**config.mk**
```make
export PLATFORM = sky130hd
export DESIGN_NAME = cevero_vf_sequencer
export DESIGN_NICKNAME = d
export VERILOG_FILES = /design/src/rtl/cevero_vf_sequencer.sv
export SDC_FILE = /design/constraint.sdc
export NUM_CORES = 1
export LEC_CHECK = 0
export ABC_AREA = 0
export CAP_MARGIN = 10
export CORE_MARGIN = 4
export CORE_UTILIZATION = 25
export DETAILED_ROUTE_END_ITERATION = 12
export HOLD_SLACK_MARGIN = 0.03
export SLEW_MARGIN = 0
export SYNTH_ARGS = -nofsm -noshare
export SYNTH_HDL_FRONTEND = slang
export SYNTH_SLANG_ARGS = --single-unit
```
**constraint.sdc**
```tcl
create_clock -name clk_i -period 9.35 [get_ports clk_i]
set_input_delay 1.4025 -clock clk_i [delete_from_list [all_inputs] [get_ports clk_i]]
set_output_delay 1.4025 -clock clk_i [all_outputs]
set_load 0.005 [all_outputs]
```
**src/rtl/cevero_vf_sequencer.sv**
```systemverilog
// Applies DVFS voltage/frequency targets to the regulator and clock generator in a safe order:
// voltage rises before frequency rises, frequency falls before voltage falls, with settle and timeout.
module cevero_vf_sequencer #(
  parameter int VW             = 3,
  parameter int FW             = 32,
  parameter int DEF_VOLTAGE    = 5,
  parameter int DEF_FREQ       = 150,
  parameter int SETTLE_CYCLES  = 16,
  parameter int TIMEOUT_CYCLES = 1024
) (
  input  logic          clk_i,
  input  logic          rst_i,
  input  logic [VW-1:0] target_voltage_i,
  input  logic [FW-1:0] target_freq_i,
  output logic [VW-1:0] vreg_code_o,
  output logic          vreg_req_o,
  input  logic          vreg_ack_i,
  output logic [FW-1:0] clk_freq_o,
  output logic          clk_req_o,
  input  logic          clk_ack_i,
  output logic          busy_o,
  output logic          done_o,
  output logic          fault_o,
  output logic [2:0]    dbg_state_o
);

  // Handshake: a req is a level held from entry into its REQ state until the matching ack is
  // sampled high on a rising edge (an ack in the first req cycle counts); the req drops the
  // following cycle. Acks sampled while not in the matching REQ state are ignored.

  localparam int CMAX = (SETTLE_CYCLES > TIMEOUT_CYCLES) ? SETTLE_CYCLES : TIMEOUT_CYCLES;
  localparam int CW   = $clog2(CMAX + 1);

  typedef enum logic [2:0] {
    IDLE        = 3'd0,
    VOLT_REQ    = 3'd1,
    VOLT_SETTLE = 3'd2,
    FREQ_REQ    = 3'd3,
    FAULT       = 3'd4
  } state_t;

  state_t        state_q, state_d;
  logic [VW-1:0] cur_v, tgt_v, vreg_code_q;
  logic [FW-1:0] cur_f, tgt_f, clk_freq_q;
  logic          up_q;
  logic          done_q;
  logic [CW-1:0] cnt_q;

  logic latch, cnt_clr, v_ack, f_ack, finish;
  logic mismatch, volt_then_freq, timeout_hit, settle_hit;

  assign mismatch       = (target_voltage_i != cur_v) || (target_freq_i != cur_f);
  assign volt_then_freq = up_q && (tgt_f != cur_f);
  assign timeout_hit    = (cnt_q == CW'(TIMEOUT_CYCLES - 1));
  assign settle_hit     = (cnt_q >= CW'(SETTLE_CYCLES - 1));

  always_comb begin
    state_d = state_q;
    latch   = 1'b0;
    cnt_clr = 1'b0;
    v_ack   = 1'b0;
    f_ack   = 1'b0;
    finish  = 1'b0;
    case (state_q)
      IDLE: begin
        if (mismatch) begin
          latch   = 1'b1;
          cnt_clr = 1'b1;
          if (target_voltage_i > cur_v)   state_d = VOLT_REQ;
          else if (target_freq_i != cur_f) state_d = FREQ_REQ;
          else                             state_d = VOLT_REQ;
        end
      end
      VOLT_REQ: begin
        if (vreg_ack_i) begin
          v_ack   = 1'b1;
          cnt_clr = 1'b1;
          if (SETTLE_CYCLES != 0) state_d = VOLT_SETTLE;
          else if (volt_then_freq) state_d = FREQ_REQ;
          else                     finish  = 1'b1;
        end else if (timeout_hit) begin
          state_d = FAULT;
        end
      end
      VOLT_SETTLE: begin
        if (settle_hit) begin
          cnt_clr = 1'b1;
          if (volt_then_freq) state_d = FREQ_REQ;
          else                finish  = 1'b1;
        end
      end
      FREQ_REQ: begin
        if (clk_ack_i) begin
          f_ack   = 1'b1;
          cnt_clr = 1'b1;
          if (!up_q && (tgt_v != cur_v)) state_d = VOLT_REQ;
          else                           finish  = 1'b1;
        end else if (timeout_hit) begin
          state_d = FAULT;
        end
      end
      FAULT:   state_d = FAULT;
      default: state_d = IDLE;
    endcase
    if (finish) state_d = IDLE;
  end

  always_ff @(posedge clk_i or posedge rst_i) begin
    if (rst_i) begin
      state_q     <= IDLE;
      cur_v       <= VW'(DEF_VOLTAGE);
      cur_f       <= FW'(DEF_FREQ);
      tgt_v       <= VW'(DEF_VOLTAGE);
      tgt_f       <= FW'(DEF_FREQ);
      up_q        <= 1'b0;
      vreg_code_q <= VW'(DEF_VOLTAGE);
      clk_freq_q  <= FW'(DEF_FREQ);
      done_q      <= 1'b0;
      cnt_q       <= '0;
    end else begin
      state_q <= state_d;
      done_q  <= finish;
      if (latch) begin
        tgt_v <= target_voltage_i;
        tgt_f <= target_freq_i;
        up_q  <= (target_voltage_i > cur_v);
      end
      if (v_ack) cur_v <= tgt_v;
      if (f_ack) cur_f <= tgt_f;
      // Outputs are loaded on REQ entry and then held, including through FAULT.
      if ((state_d == VOLT_REQ) && (state_q != VOLT_REQ))
        vreg_code_q <= latch ? target_voltage_i : tgt_v;
      if ((state_d == FREQ_REQ) && (state_q != FREQ_REQ))
        clk_freq_q <= latch ? target_freq_i : tgt_f;
      if (cnt_clr)                  cnt_q <= '0;
      else if (cnt_q != CW'(CMAX))  cnt_q <= cnt_q + CW'(1);
    end
  end

  assign vreg_code_o = vreg_code_q;
  assign clk_freq_o  = clk_freq_q;
  assign vreg_req_o  = (state_q == VOLT_REQ);
  assign clk_req_o   = (state_q == FREQ_REQ);
  assign busy_o      = (state_q != IDLE) && (state_q != FAULT);
  assign done_o      = done_q;
  assign fault_o     = (state_q == FAULT);
  assign dbg_state_o = state_q;

endmodule

```
# Yosys cells after proc, flatten, opt, wreduce, memory -nomap -nowiden
# Cells that the tools add are included.
# W data, S select, Z words.
# totals
ff_bits	121
input_bits	39
word_cells	66
output_inout_bits	43
# classes
n_mux	28
n_lt_le_gt_ge	2
eq_ne	15
addsub	1
n_reduce_logical	10
# op_table
cell	n
$ne A32 B32 Y1	2
$mux W32	1
$mux W3	9
$mux W11	2
$pmux W3 S5	1
$add A11 B1 Y11 const B	1
$eq A11 B10 Y1 const B	1
$ge A11 B4 Y1 const B	1
$mux W1	11
$ne A11 B11 Y1 const B	1
$eq A3 B2 Y1 const B	3
$eq A3 B1 Y1 const B	2
$ne A3 B3 Y1	2
$logic_and A1 B1 Y1	5
$mux W2	2
$pmux W1 S4	1
$eq A3 B3 Y1 const B	1
$gt A3 B3 Y1	1
$logic_not A3 Y1	1
$ne A3 B1 Y1 const B	1
$ne A3 B2 Y1 const B	1
$ne A3 B3 Y1 const B	1
$reduce_bool A3 Y1	1
$pmux W1 S2	1
other kinds (3)	3

# Longest topological paths before layout
# Gate-level depths: netlist (run 1).
# logic_depth
ltp_word	8
mapped_depth	10

# Worst setup path after synthesis (run 1)
# No wires, ideal clock.
# synth_path
path_type	input -> register
startpoint	input target_freq_i[8]
endpoint	register clk_freq_q[0] (netlist: clk_freq_o[0])
n_path_buf	2
slack_ns	6.004
setup_time_ns	0.125
t_arrival_ns	3.221
required_ns	9.225
path_stages	8
path_cell_list	xor2_1 > nor4_1 > nand4_1 > o31ai_4 > buf_4 > buf_4 > mux2_2 > mux2_4
# synth_between
elab_chain_cells	8
# synth_lines
item	line	text
from (decl)	14	input logic [FW-1:0] target_freq_i,
$ne A32 B32 Y1 (*)	52, 70	
$mux W2	70	else if (target_freq_i != cur_f) state_d = FREQ_REQ;
$mux W2	69	if (target_voltage_i > cur_v) state_d = VOLT_REQ;
$mux W3	66	if (mismatch) begin
$pmux W3 S5	64	case (state_q)
$mux W3	105	if (finish) state_d = IDLE;
$eq A3 B2 Y1	133	if ((state_d == FREQ_REQ) && (state_q != FREQ_REQ))
$logic_and A1 B1 Y1	133	
to (signal assigned)	117	clk_freq_q <= FW'(DEF_FREQ);
to (signal assigned)	134	clk_freq_q <= latch ? target_freq_i : tgt_f;
to (decl)	44	logic [FW-1:0] cur_f, tgt_f, clk_freq_q;
# Every way passes the cells marked *; elsewhere a longest branch is shown, timed or not.
# A chain may end at the register's enable or synchronous reset.

# Worst setup path after layout (run 1)
# layout_path
startpoint	input target_freq_i[22]
endpoint	register clk_freq_q[9] (netlist: clk_freq_o[9])
# The elaborated chain is that of the path after synthesis.

==> impl_metrics.yaml, run 1 <==
timing:
  slew-limit-headroom_pct: 27.38
  fmaxAchievable_ghz: 0.2022
  clock_skew_ns: 0.01015
  worstMarginPinSlew_ns: 1.086
  fin_setup_tns_ns: 0
  period_share_pct: 52.89
  hold_violations: 0
  min_period_ns: 4.946
  grt_setup_unrepaired: "false"
  final-setup-viol-count: 0
  whs_ns: 0.5060
  slew_violations: 0
global_route:
  track_usage_pct: 11.24
  grt_pass1_vias: 3812
  gr-total-overflow: 0
  antenna_found_initial: 0
  grt_pass1_wl_um: 22350
  grt_max_degree: 80
place:
  io_buffers: 81
  dp_hpwl_um: 10170
  placed_area_um2: 6895
  gp_congestion: 0.7721
die:
  coreArea_um2: 22640
  die_area_um2: 25580
  ios: 82
  rows: 55
  die_w_um: 159.9
  die_h_um: 159.9
  initial_utilization_pct: 25.49
routing:
  drc: 0
  drt_iter0_markers: 165
  routedWlPerCell_um: 17.14
  vias_per_cell: 4.388
  first_pass_iters: 4
  num_vias: 3576
  ant_nets: 0
  wl_um: 13970
synthesis:
  synthArstFlopShare_pct: 100.0
  synth_enable_flop_cells: 0
  yosys_warnings: 0
  netlist_instances: 424
  syn-cell-area_um2: 5771
  yosysSeqAreaShare_pct: 52.86
  ys_types: 41
  avgSynthCellArea_um2: 13.61
  ys.flop_type: "dfrtp_1"
  ys_ff_latch: 121
  synth_nets: 468
final_layout:
  final_layout_size_suffix_gt1_share_pct: 31.32
  n_antenna_cell: 0
  final_util_pct: 33.26
  area_delta_synth_final_pct: 30.49
  layout_commonest_cell: "dfrtp_1"
  fin_area_um2: 7530
  nets: 561
  fillers: 2190
  final_cell_mix: "dfrtp_1, clkdlybuf4s50_1, mux2_2"
cts:
  ctsResizeCount: 0
  cts_hold_buf: 0
  cts_root_buf: "clkbuf_16"
  cts_buffers: 17
  clockBufferDepth: 2
  clock_latency_ns: 0.42
  clk_pin_slew_ns: 0.06
  clock_sinks: 121
  cts_htree_levels: 4
  cts_tree: "done"
  cts_setup_buffers: 0
worst_setup_path:
  start_kind: "input pin"
  end_kind: "register"
  worstPathArrival_ns: 5.25
  cp_top_family: "buffers and inverters"
  r2r.worst_path.cells: 9
  crit_chain: "clkdlybuf4s50_1, xor2_1, nor4_1, nand4_1, o31ai_4, buf_4, o211a_4, nor3_4, buf_4, mux2_4"
  rrSetupSlack_ns: 5.42
  critical_path_class: "input pin to register"
  cp_slowest_cell: "o31ai_4"
  reg2reg_to: "clk_freq_o[9]$_DFFE_PP0P_"
  crit_path_frequent_cell: "buf_4"
  path_max_fanout: 23
  r2r_start: "cur_f[22]$_DFFE_PP0P_"
  cp.buffers_inverters: 3
  slowest_delay_ns: 0.90
  required_ns: 9.65
pwr:
  cellPowerDensity_nw_per_um2: 395.4
  p_total_uw: 2977
  ir_worst_vdd_v: 0.0001650
  p_leak_uw: 0.003090
hold_path:
  hp-class: "register to register"
  min_to: "clk_freq_o[22]$_DFFE_PP0P_"
  hold_path_depth: 1
  min-delay-start: "clk_freq_o[22]$_DFFE_PP0P_"
run:
  drv_cap: 0
status:
  status: "completed"
-- synthesized netlist by cell type, drive strengths merged (2+ instances only) --
| cell type | instances | share of area [%] |
|---|---|---|
| ha | 5 | 1.1 |
| buf | 8 | 1.1 |
| nor4 | 13 | 1.5 |
| o21ai | 3 | 0.26 |
| nand4 | 12 | 1.3 |
| a21oi | 5 | 0.43 |
| clkbuf | 3 | 0.20 |
| mux2 | 104 | 22 |
| dfstp | 18 | 8.2 |
| xnor2 | 41 | 6.2 |
| o211a | 2 | 0.48 |
| xor2 | 36 | 5.5 |
| nor2 | 24 | 1.6 |
| nand3 | 5 | 0.43 |
| inv | 9 | 0.59 |
| o21a | 2 | 0.26 |
| nand2 | 12 | 0.78 |
| dfrtp | 103 | 45 |
| nor3 | 3 | 0.46 |
-- flip-flops by register name, indices dropped and copies added (netlist names) --
signal / cells
cur_v: 3
tgt_f: 32
up_q: 1
done_o: 1
clk_freq_o: 32
tgt_v: 3
vreg_code_o: 3
dbg_state_o: 3
cnt_q: 11
cur_f: 32
-- layer usage --
layer	share of wire (%)	wire length (µm)	global-route usage, %
met4	1.6	219	4.224
met3	4.1	576	2.761
met5	0	0	0
met2	47	6563	17.13
met1	47	6607	15.49
-- final cells by class --
type                    instances  area, µm²  share of cell area, %
flip-flops and latches        121       3050                  40.51
inverters                       9      36.28                 0.4819
clock inverters                14      195.2                  2.592
repair buffers                 85      840.8                  11.17
well taps                     285      356.6                  4.736
multi-input cells             283       2611                  34.68
clock buffers                  18      439.2                  5.833
-- per-stage QoR --
| step | instances | worst slack, ns |
|---|---|---|
| floorplan | 424 | 4.763 |
| global placement | 783 | 3.973 |
| detailed placement | 783 | 3.856 |
| CTS | 815 | 4.300 |
| global route | 815 | 4.161 |
| finish | 815 | 4.405 |
-- cell families (layout without fill, tap and decap cells) --
kind of cell    count (synthesis)  after routing  synth area share [%]
simple gates                   78             78                 7.307
xor+xnor                       77             77                 11.69
compound gates                 18             18                 2.753
buf+inv                        20            126                 1.886
flops                         121            121                 52.86
mux                           105            105                 22.42
fa+ha+maj                       5              5                 1.084
-- report_power, final --
| part | switching, µW | total, µW | internal [µW] | leakage [µW] |
|---|---|---|---|---|
| registers | 216 | 1030 | 812 | 0.00143 |
| logic | 492 | 1250 | 754 | 0.00136 |
| clock network | 249 | 704 | 454 | 0.000299 |
| total | 957 | 2980 | 2020 | 0.00309 |
-- how the worst max path moves through the flow --
stage	endpoint	cells after the start	start	slack, ns
after floorplan	clk_freq_o[0]$_DFFE_PP0P_	1	rst_i	4.76
after global placement	clk_freq_o[11]$_DFFE_PP0P_	10	target_freq_i[22]	3.97
after detailed placement	clk_freq_o[8]$_DFFE_PP0P_	10	target_freq_i[22]	3.86
after CTS	clk_freq_o[13]$_DFFE_PP0P_	10	target_freq_i[22]	4.30
after global routing	clk_freq_o[13]$_DFFE_PP0P_	10	target_freq_i[22]	4.16
final	clk_freq_o[9]$_DFFE_PP0P_	10	target_freq_i[22]	4.40
Power figures use the tool's default switching activity.
==> run 2, diff against run 1 <==
==> constraint.sdc (replaced) <==
create_clock -name clk_i -period 4.41 [get_ports clk_i]
set_input_delay 0.6615 -clock clk_i [delete_from_list [all_inputs] [get_ports clk_i]]
set_output_delay 0.6615 -clock clk_i [all_outputs]
set_load 0.005 [all_outputs]
==> impl_metrics.yaml, run 2 (synthesis results as in run 1) <==
die:
  coreArea_um2: 22640
  ios: 82
  initial_utilization_pct: 25.49
  rows: 55
  die_area_um2: 25580
  die_h_um: 159.9
  die_w_um: 159.9
final_layout:
  final_util_pct: 33.14
  n_antenna_cell: 0
  layout_commonest_cell: "dfrtp_1"
  fin_area_um2: 7503
  final_cell_mix: "dfrtp_1, clkdlybuf4s50_1, mux2_2"
  nets: 564
  final_layout_size_suffix_gt1_share_pct: 31.71
  area_delta_synth_final_pct: 30.03
  fillers: 2193
  instances_no_fill: 818
routing:
  drt_iter0_markers: 135
  num_vias: 3577
  ant_nets: 0
  drc: 0
  first_pass_iters: 4
  routedWlPerCell_um: 16.94
  wl_um: 13860
  vias_per_cell: 4.373
cts:
  cts_htree_levels: 4
  clock_sinks: 121
  cts_hold_buf: 0
  cts_setup_buffers: 0
  cts_buffers: 17
  clockBufferDepth: 2
  cts_tree: "done"
  clock_latency_ns: 0.41
  ctsResizeCount: 0
  clk_pin_slew_ns: 0.05
  cts_root_buf: "clkbuf_16"
timing:
  fmaxAchievable_ghz: 0.2807
  clock_skew_ns: 0.004728
  min_period_ns: 3.563
  period_share_pct: 80.79
  slew-limit-headroom_pct: 20.70
  slew_violations: 0
  hold_violations: 0
  grt_setup_unrepaired: "false"
  fin_setup_tns_ns: 0
  final-setup-viol-count: 0
  worstMarginPinSlew_ns: 1.186
worst_setup_path:
  worstPathArrival_ns: 3.86
  cp.buffers_inverters: 2
  required_ns: 4.71
  crit_chain: "clkdlybuf4s50_1, ha_1, nor2b_1, o21a_1, o21ai_0, o211a_1, a211oi_2, nor3_4, buf_12, mux2_2"
  slowest_delay_ns: 0.98
  cp_top_family: "simple AND/OR/NAND/NOR gates"
  start_kind: "input pin"
  end_kind: "register"
  path_max_fanout: 17
  cp_slowest_cell: "nor3_4"
  critical_path_class: "input pin to register"
global_route:
  grt_pass1_vias: 3986
  grt_pass1_wl_um: 22180
  antenna_found_initial: 0
  grt_max_degree: 59
  gr-total-overflow: 0
  track_usage_pct: 11.10
pwr:
  cellPowerDensity_nw_per_um2: 824.7
  p_leak_uw: 0.003073
  ir_worst_vdd_v: 0.0003511
place:
  dp_hpwl_um: 10280
  io_buffers: 81
  dp.cells: 786
  placed_area_um2: 6930
  gp_congestion: 0.7890
status:
  status: "completed"
hold_path:
  hp-class: "register to register"
run:
  drv_cap: 0
==> run 2: cell count changes in the layout (fill, tap and decap cells not counted) <==
| cell | change |
|---|---|
| clkbuf_8 | +1 |
| buf_12 | +1 |
| bufinv_16 | -3 |
| clkinvlp_4 | +2 |
| buf_4 | +2 |
==> run 2: routing by layer <==
layer | global-route usage [%] | wire length, µm | vias up | share of wire, %
li1 | - | - | 1685 | -
met1 | 15.07 | 6683 | 1786 | 48
met2 | 17.38 | 6514 | 82 | 47
met3 | 2.658 | 399 | 24 | 2.9
met4 | 3.872 | 260 | 0 | 1.9
met5 | 0 | 0 | - | 0
==> run 2: layout make-up <==
cell class	instances	area (µm²)	area share (%)
inverters	9	36.28	0.4836
clock buffers	19	452.9	6.036
flip-flops and latches	121	3050	40.65
well taps	285	356.6	4.752
clock inverters	13	120.1	1.601
repair buffers	88	875.8	11.67
multi-input cells	283	2611	34.80
==> run 2: power by group <==
| part | internal, µW | switching (µW) | total, µW |
|---|---|---|---|
| combinational | 1630 | 1050 | 2680 |
| clock | 807 | 528 | 1330 |
| sequential | 1720 | 450 | 2170 |
==> run 2: final timing paths <==
path	from	to	slack, ns	cells past startpoint
setup / recovery	target_voltage_i[1]	clk_freq_o[31]$_DFFE_PP0P_	0.85	10
setup reg to reg	cnt_q[0]$_DFFE_PP0P_	clk_freq_o[31]$_DFFE_PP0P_	1.04	8
hold reg to reg	clk_freq_o[8]$_DFFE_PP0P_	clk_freq_o[8]$_DFFE_PP0P_	0.51	1
hold / removal	clk_freq_o[8]$_DFFE_PP0P_	clk_freq_o[8]$_DFFE_PP0P_	0.51	1
max in group asynchronous	rst_i	clk_freq_o[9]$_DFFE_PP0P_	2.73	3
min in group asynchronous	rst_i	clk_freq_o[27]$_DFFE_PP0P_	0.75	2
==> run 2: metrics by stage <==
stage                     setup WS, ns  total power [µW]  hold WS, ns
final                           0.8470              6188       0.5128
after floorplan                 0.5641              3975       0.4902
after global placement          0.4772              4817       0.4977
after global routing            0.6604              6563       0.5311
after detailed placement        0.3898              4897       0.4971
after CTS                       0.8071              6276       0.5159
==> edit 1: new RTL, config.mk and constraints of run 2 <==
Set the parameter `TIMEOUT_CYCLES` to 4096 (it was 1024).
--- a/src/rtl/cevero_vf_sequencer.sv
+++ b/src/rtl/cevero_vf_sequencer.sv
@@ -7,5 +7,5 @@
   parameter int DEF_FREQ       = 150,
   parameter int SETTLE_CYCLES  = 16,
-  parameter int TIMEOUT_CYCLES = 1024
+  parameter int TIMEOUT_CYCLES = 4096
 ) (
   input  logic          clk_i,
Formal check against the unedited RTL: same outputs for any inputs over 4 cycles, from zero or initial values and one cycle with rst_i high; that may be too few to reach the edited logic, so the function may still have changed.
==> edit 1 against run 2 <==
- cell area is 2.5% higher
- via count is 3.5% higher
- non-clock buffer count is 3 lower
- sequential cell count is 2 higher
- setup slack better by 0.56 ns
- routed wire length is 1.2% higher
- power is 0.96% higher
- synthesized area is 3.6% higher
==> edit 1: results (changes against run 2) <==
Run status
The flow ran to the end, and the final reports show no timing, DRC or antenna violations.

Placement
The instance area after placement is 7120 um^2 (+2.7%). The detailed-placement wirelength estimate is 10.1 mm (-1.5%). The post-placement worst setup slack is 0.944 ns (+0.555 ns). The global placement routability congestion is 0.771 (-2.3%).

Final layout
The area share of buffers outside the clock network is 11.3% (-0.41 points). The final design utilization is 32.8% (-0.38 points). The number of signal-net inverters in the final layout is 11 (+2). The filler cell count in the final layout is 2281 (+4.0%). The multi-input combinational cell area is 2710 um^2 (+3.7%).

The number of nets in the final layout is 576 (+2.1%). The fraction of layout cells with a size suffix above 1 is 31.0% (-0.70 points). The total of clock buffers placed in the layout was 22 (+3). The sequential cell area share is 40.3% (-0.33 points).

The area fraction of clock buffers and clock inverters is 7.45% (-0.19 points).

Worst setup path
The endpoint identified for the worst register-to-register timing path is clk_freq_o[19]. The worst path arrival time was 3.31 ns (-0.55 ns). In this run the critical register-to-register path is launched from cur_f[1]. The critical path endpoint is clk_freq_o[28].

Route
The count of TritonRoute iterations in the first routing pass came to 5 (+1). The detailed-route vias per instance came to 4.28 (-2.0%). The per-cell routed wire length is 16.2 um (-4.2%). The number of design-rule violations left by the first detailed-router iteration is 141 (+4.4%).

The final routed wirelength across all metal layers is 14.0 mm (+1.2%). The wire length the detailed router placed on met1 is 6.48 mm (-3.0%).

Min path
The cell depth of the worst min-delay path came to 2 (+1). The worst hold path terminates at cur_v[2]. The hold path startpoint is tgt_v[2].

GRT
The met2 usage in global routing is 18.0% (+0.60 points). The largest net degree at the start of global routing is 72 (+22%). The overall fraction of global-route tracks in use came to 11.1% (+0.035 points).

The first-pass GRT wire length came to 22.5 mm (+1.7%). The met1 usage in global routing is 14.3% (-0.79 points).

Synthesis
The number of standard cells after synthesis is 441 (+4.0%). The synthesized-area fraction occupied by xor and xnor cells is 11.4% (-0.26 points). Ranked by instance count, the synthesized netlist is headed by dfrtp_1, xnor2_1, mux2_2. The arithmetic-cell share of the synthesized area counting full adders, half adders and majority gates is 1.05% (-0.037 points).

The part of the Yosys area used for sequential elements is 51.9% (-0.99 points). The share of the synthesized area in compound gates (AO/OA/AOI/OAI) came to 2.95% (+0.20 points).

Clock tree
The clock sink total is 123 (+1.7%).

Power and ir drop
The highest ir drop seen on vdd was 0.000439 V (+25%).

Die
The number of cell rows came to 56 (+1.8%).

Timing
The post-route clock skew came to 0.00700 ns (+0.00228 ns). The worst slew slack as a fraction of its limit is 39.4% (+19 points). The final critical delay including setup and external delays is 3.00 ns (-0.560 ns).
[edit 1: cell count changes after synthesis, sizes merged, moves of 3 or more]
| cell | delta |
|---|---|
| clkbuf | -3 |
| o21ai | +4 |
| nor3 | +3 |
| nand4 | +7 |
| buf | +5 |
| xnor2 | +34 |
| xor2 | -33 |
| nor4 | -6 |
[edit 1: power groups by stage]
stage / registers, mW / logic (mW) / clock network, mW
after floorplan: 2.14 / 1.97 / 0
after global placement: 2.22 / 2.64 / 0
after detailed placement: 2.25 / 2.71 / 0
after CTS: 2.23 / 2.74 / 1.37
after global routing: 2.31 / 2.91 / 1.42
final: 2.22 / 2.69 / 1.34
[edit 1: critical path: stages]
cell and delay (ns):
clkdlybuf4s50_1 0.44, xnor2_1 0.31, nand4_1 0.19, nor4_4 0.40, a311o_1 0.36, buf_12 0.27
mux2_2 0.39, mux2_4 0.26
==> edit 2: new RTL, settings of run 2 <==
Without the edit above. Make the reset (`rst_i`) synchronous in one clocked block.
--- a/src/rtl/cevero_vf_sequencer.sv
+++ b/src/rtl/cevero_vf_sequencer.sv
@@ -106,5 +106,5 @@
   end
 
-  always_ff @(posedge clk_i or posedge rst_i) begin
+  always_ff @(posedge clk_i) begin
     if (rst_i) begin
       state_q     <= IDLE;
Function: differs if rst_i is asserted again (counterexample within 4 cycles, from zero or initial values and one cycle with rst_i high); with rst_i held inactive, the same outputs for 10 cycles.
==> edit 2 against run 2 <==
- sequential cell count stayed put
- first-iteration DRC count increased by 88%
- routed wire length is 3.5% higher
- synthesized cell count grew 38%
- critical path depth shrank 1
- setup slack improved by 0.12 ns
- cell area fell by 1.9%
- synthesized area is 1.8% lower
- largest cell class is now multi-input combinational cells
Power is not compared: it rests on default switching activity, and its combinational part moved more than twofold at a synthesized area within 25%.
==> edit 2: results (changes against run 2) <==
Clock tree
The H-tree level count is 4 (unchanged). The worst-case clock buffer depth is 2 (unchanged). Clock tree synthesis selected as its root buffer the cell clkbuf_16.

The post-CTS repair timing setup buffer count was 0 (unchanged). The TritonCTS buffer count was 17 (unchanged). The clock transition at the register clock pins on the worst setup and hold paths after CTS came to 0.05 ns (about the same). The clock latency at the later pin of the worst-skew pair is 0.41 ns (about the same).

The total of cells resized after clock tree synthesis is 0 (unchanged).

Min path
The tightest min-delay check is of the reg -> reg type.

Synthesis
Ranked by total cell area, the synthesized netlist is headed by dfxtp_1, xor2_1, mux2_4. By count the netlist is led by dfxtp_1, nand2_1, xor2_1. The async set or reset register ratio after synthesis came to 0% (-100 points). The number of warning messages in the yosys log was 0 (unchanged).

The count of cell types in the netlist came to 47 (+15%). The part of the Yosys area used for sequential elements is 42.8% (-10 points). The net count after synthesis is 630 (+35%).

The number of enable-type register cells in the synthesized netlist is 0 (unchanged).

GRT
The first-pass GRT wire length came to 22.9 mm (+3.1%). The overall fraction of global-route tracks in use is 11.8% (+0.66 points). The number of antenna violations at the first check in global routing came to 0 (unchanged). The largest net degree at the start of global routing is 84 (+42%). The number of global-route vias before repair is 4220 (+5.9%).

The total congestion overflow after global routing is 0 (unchanged).

Power and ir drop
For this design the static power due to leakage is 3.07 nW. The worst-case IR drop observed on VDD is 0.000278 V.

Worst setup path
The worst path arrival time is 3.74 ns (-0.12 ns). The highest fanout seen on the critical path was 18 (+1).

Final layout
The filler cell count in the final layout is 2242 (+2.2%). The number of nets in the final layout was 708 (+26%). The fraction of layout cells with a size suffix above 1 is 12.7% (-19 points). The number of antenna cells inserted came to 0 (unchanged).

Run status
The run finished with clean final reports.

Route
Routed signal wires occupy layers up through met4. The per-cell routed wire length is 15.0 um (-12%). The count of TritonRoute iterations in the first routing pass came to 4 (unchanged).

The wire length the detailed router placed on met1 is 6.86 mm (+2.6%). The met3 wirelength from detailed routing is 677 um (+70%). The detailed-route vias per instance is 4.36 (-0.40%). The met2 wire length is 6.62 mm (+1.6%). The number of design-rule violations left by the first detailed-router iteration is 254 (+88%).

Placement
The quantity of I/O buffers inserted on ports is 81 (unchanged). The detailed-placement wirelength estimate is 10.2 mm (-0.58%). The global placement routability congestion is 0.814 (+3.1%).

Timing
The actual transition at the worst max-transition pin is 0.882 ns (-0.304 ns). The post-route clock skew was 0.00625 ns (+0.00152 ns).
[edit 2: cell type report]
class / instances / area (um^2) / share of cell area (%)
multi-input cells: 426 / 3030 / 41.1
flip-flops and latches: 121 / 2420 / 32.9
repair buffers: 87 / 866 / 11.8
clock buffers: 21 / 460 / 6.26
well taps: 280 / 350 / 4.76
clock inverters: 11 / 193 / 2.62
inverters: 11 / 41.3 / 0.561
[edit 2: cells by family after synthesis]
logic type,share of synthesized area [%]
simple gates,19.6
flops,42.8
compound gates,6.45
xor+xnor,11.7
mux,14.5
fa+ha+maj,1.10
buf+inv,3.86
[edit 2: final timing paths]
path                     start       endpoint  slack (ns)  depth (start not counted)
max          target_freq_i[25]  clk_freq_o[3]        0.97                          9
min                  tgt_f[30]      cur_f[30]        0.48                          2
max reg2reg           cur_f[1]  clk_freq_o[3]        1.37                          8
min reg2reg          tgt_f[30]      cur_f[30]        0.48                          2
[edit 2: critical path, cell delays in order]
cell and delay, ns:
clkdlybuf4s50_1 0.47, xor2_1 0.17, nor4_1 0.41, nand4_1 0.26, o31a_2 0.42, a2111o_1 0.37
nand4_4 0.38, buf_12 0.25, mux2_4 0.31
[edit 2: through the flow]
stage,instances,worst slack (ns),area (um^2)
final,957,0.968,7360
after global routing,957,0.814,7360
after CTS,957,0.909,7360
after detailed placement,925,0.478,6710
after global placement,925,0.522,6710
after floorplan,586,1.78,5670
[edit 2: power by group]
part | total (mW) | internal [mW] | switching, mW
combinational | 1.01 | 0.563 | 0.452
sequential | 1.37 | 1.25 | 0.118
clock | 1.53 | 1.03 | 0.498
[edit 2: metal layers]
metal	track usage, %	up-vias
met5	0	-
met4	3.41	0
met3	3.62	16
met2	18.2	84
met1	15.8	1930
li1	-	2138
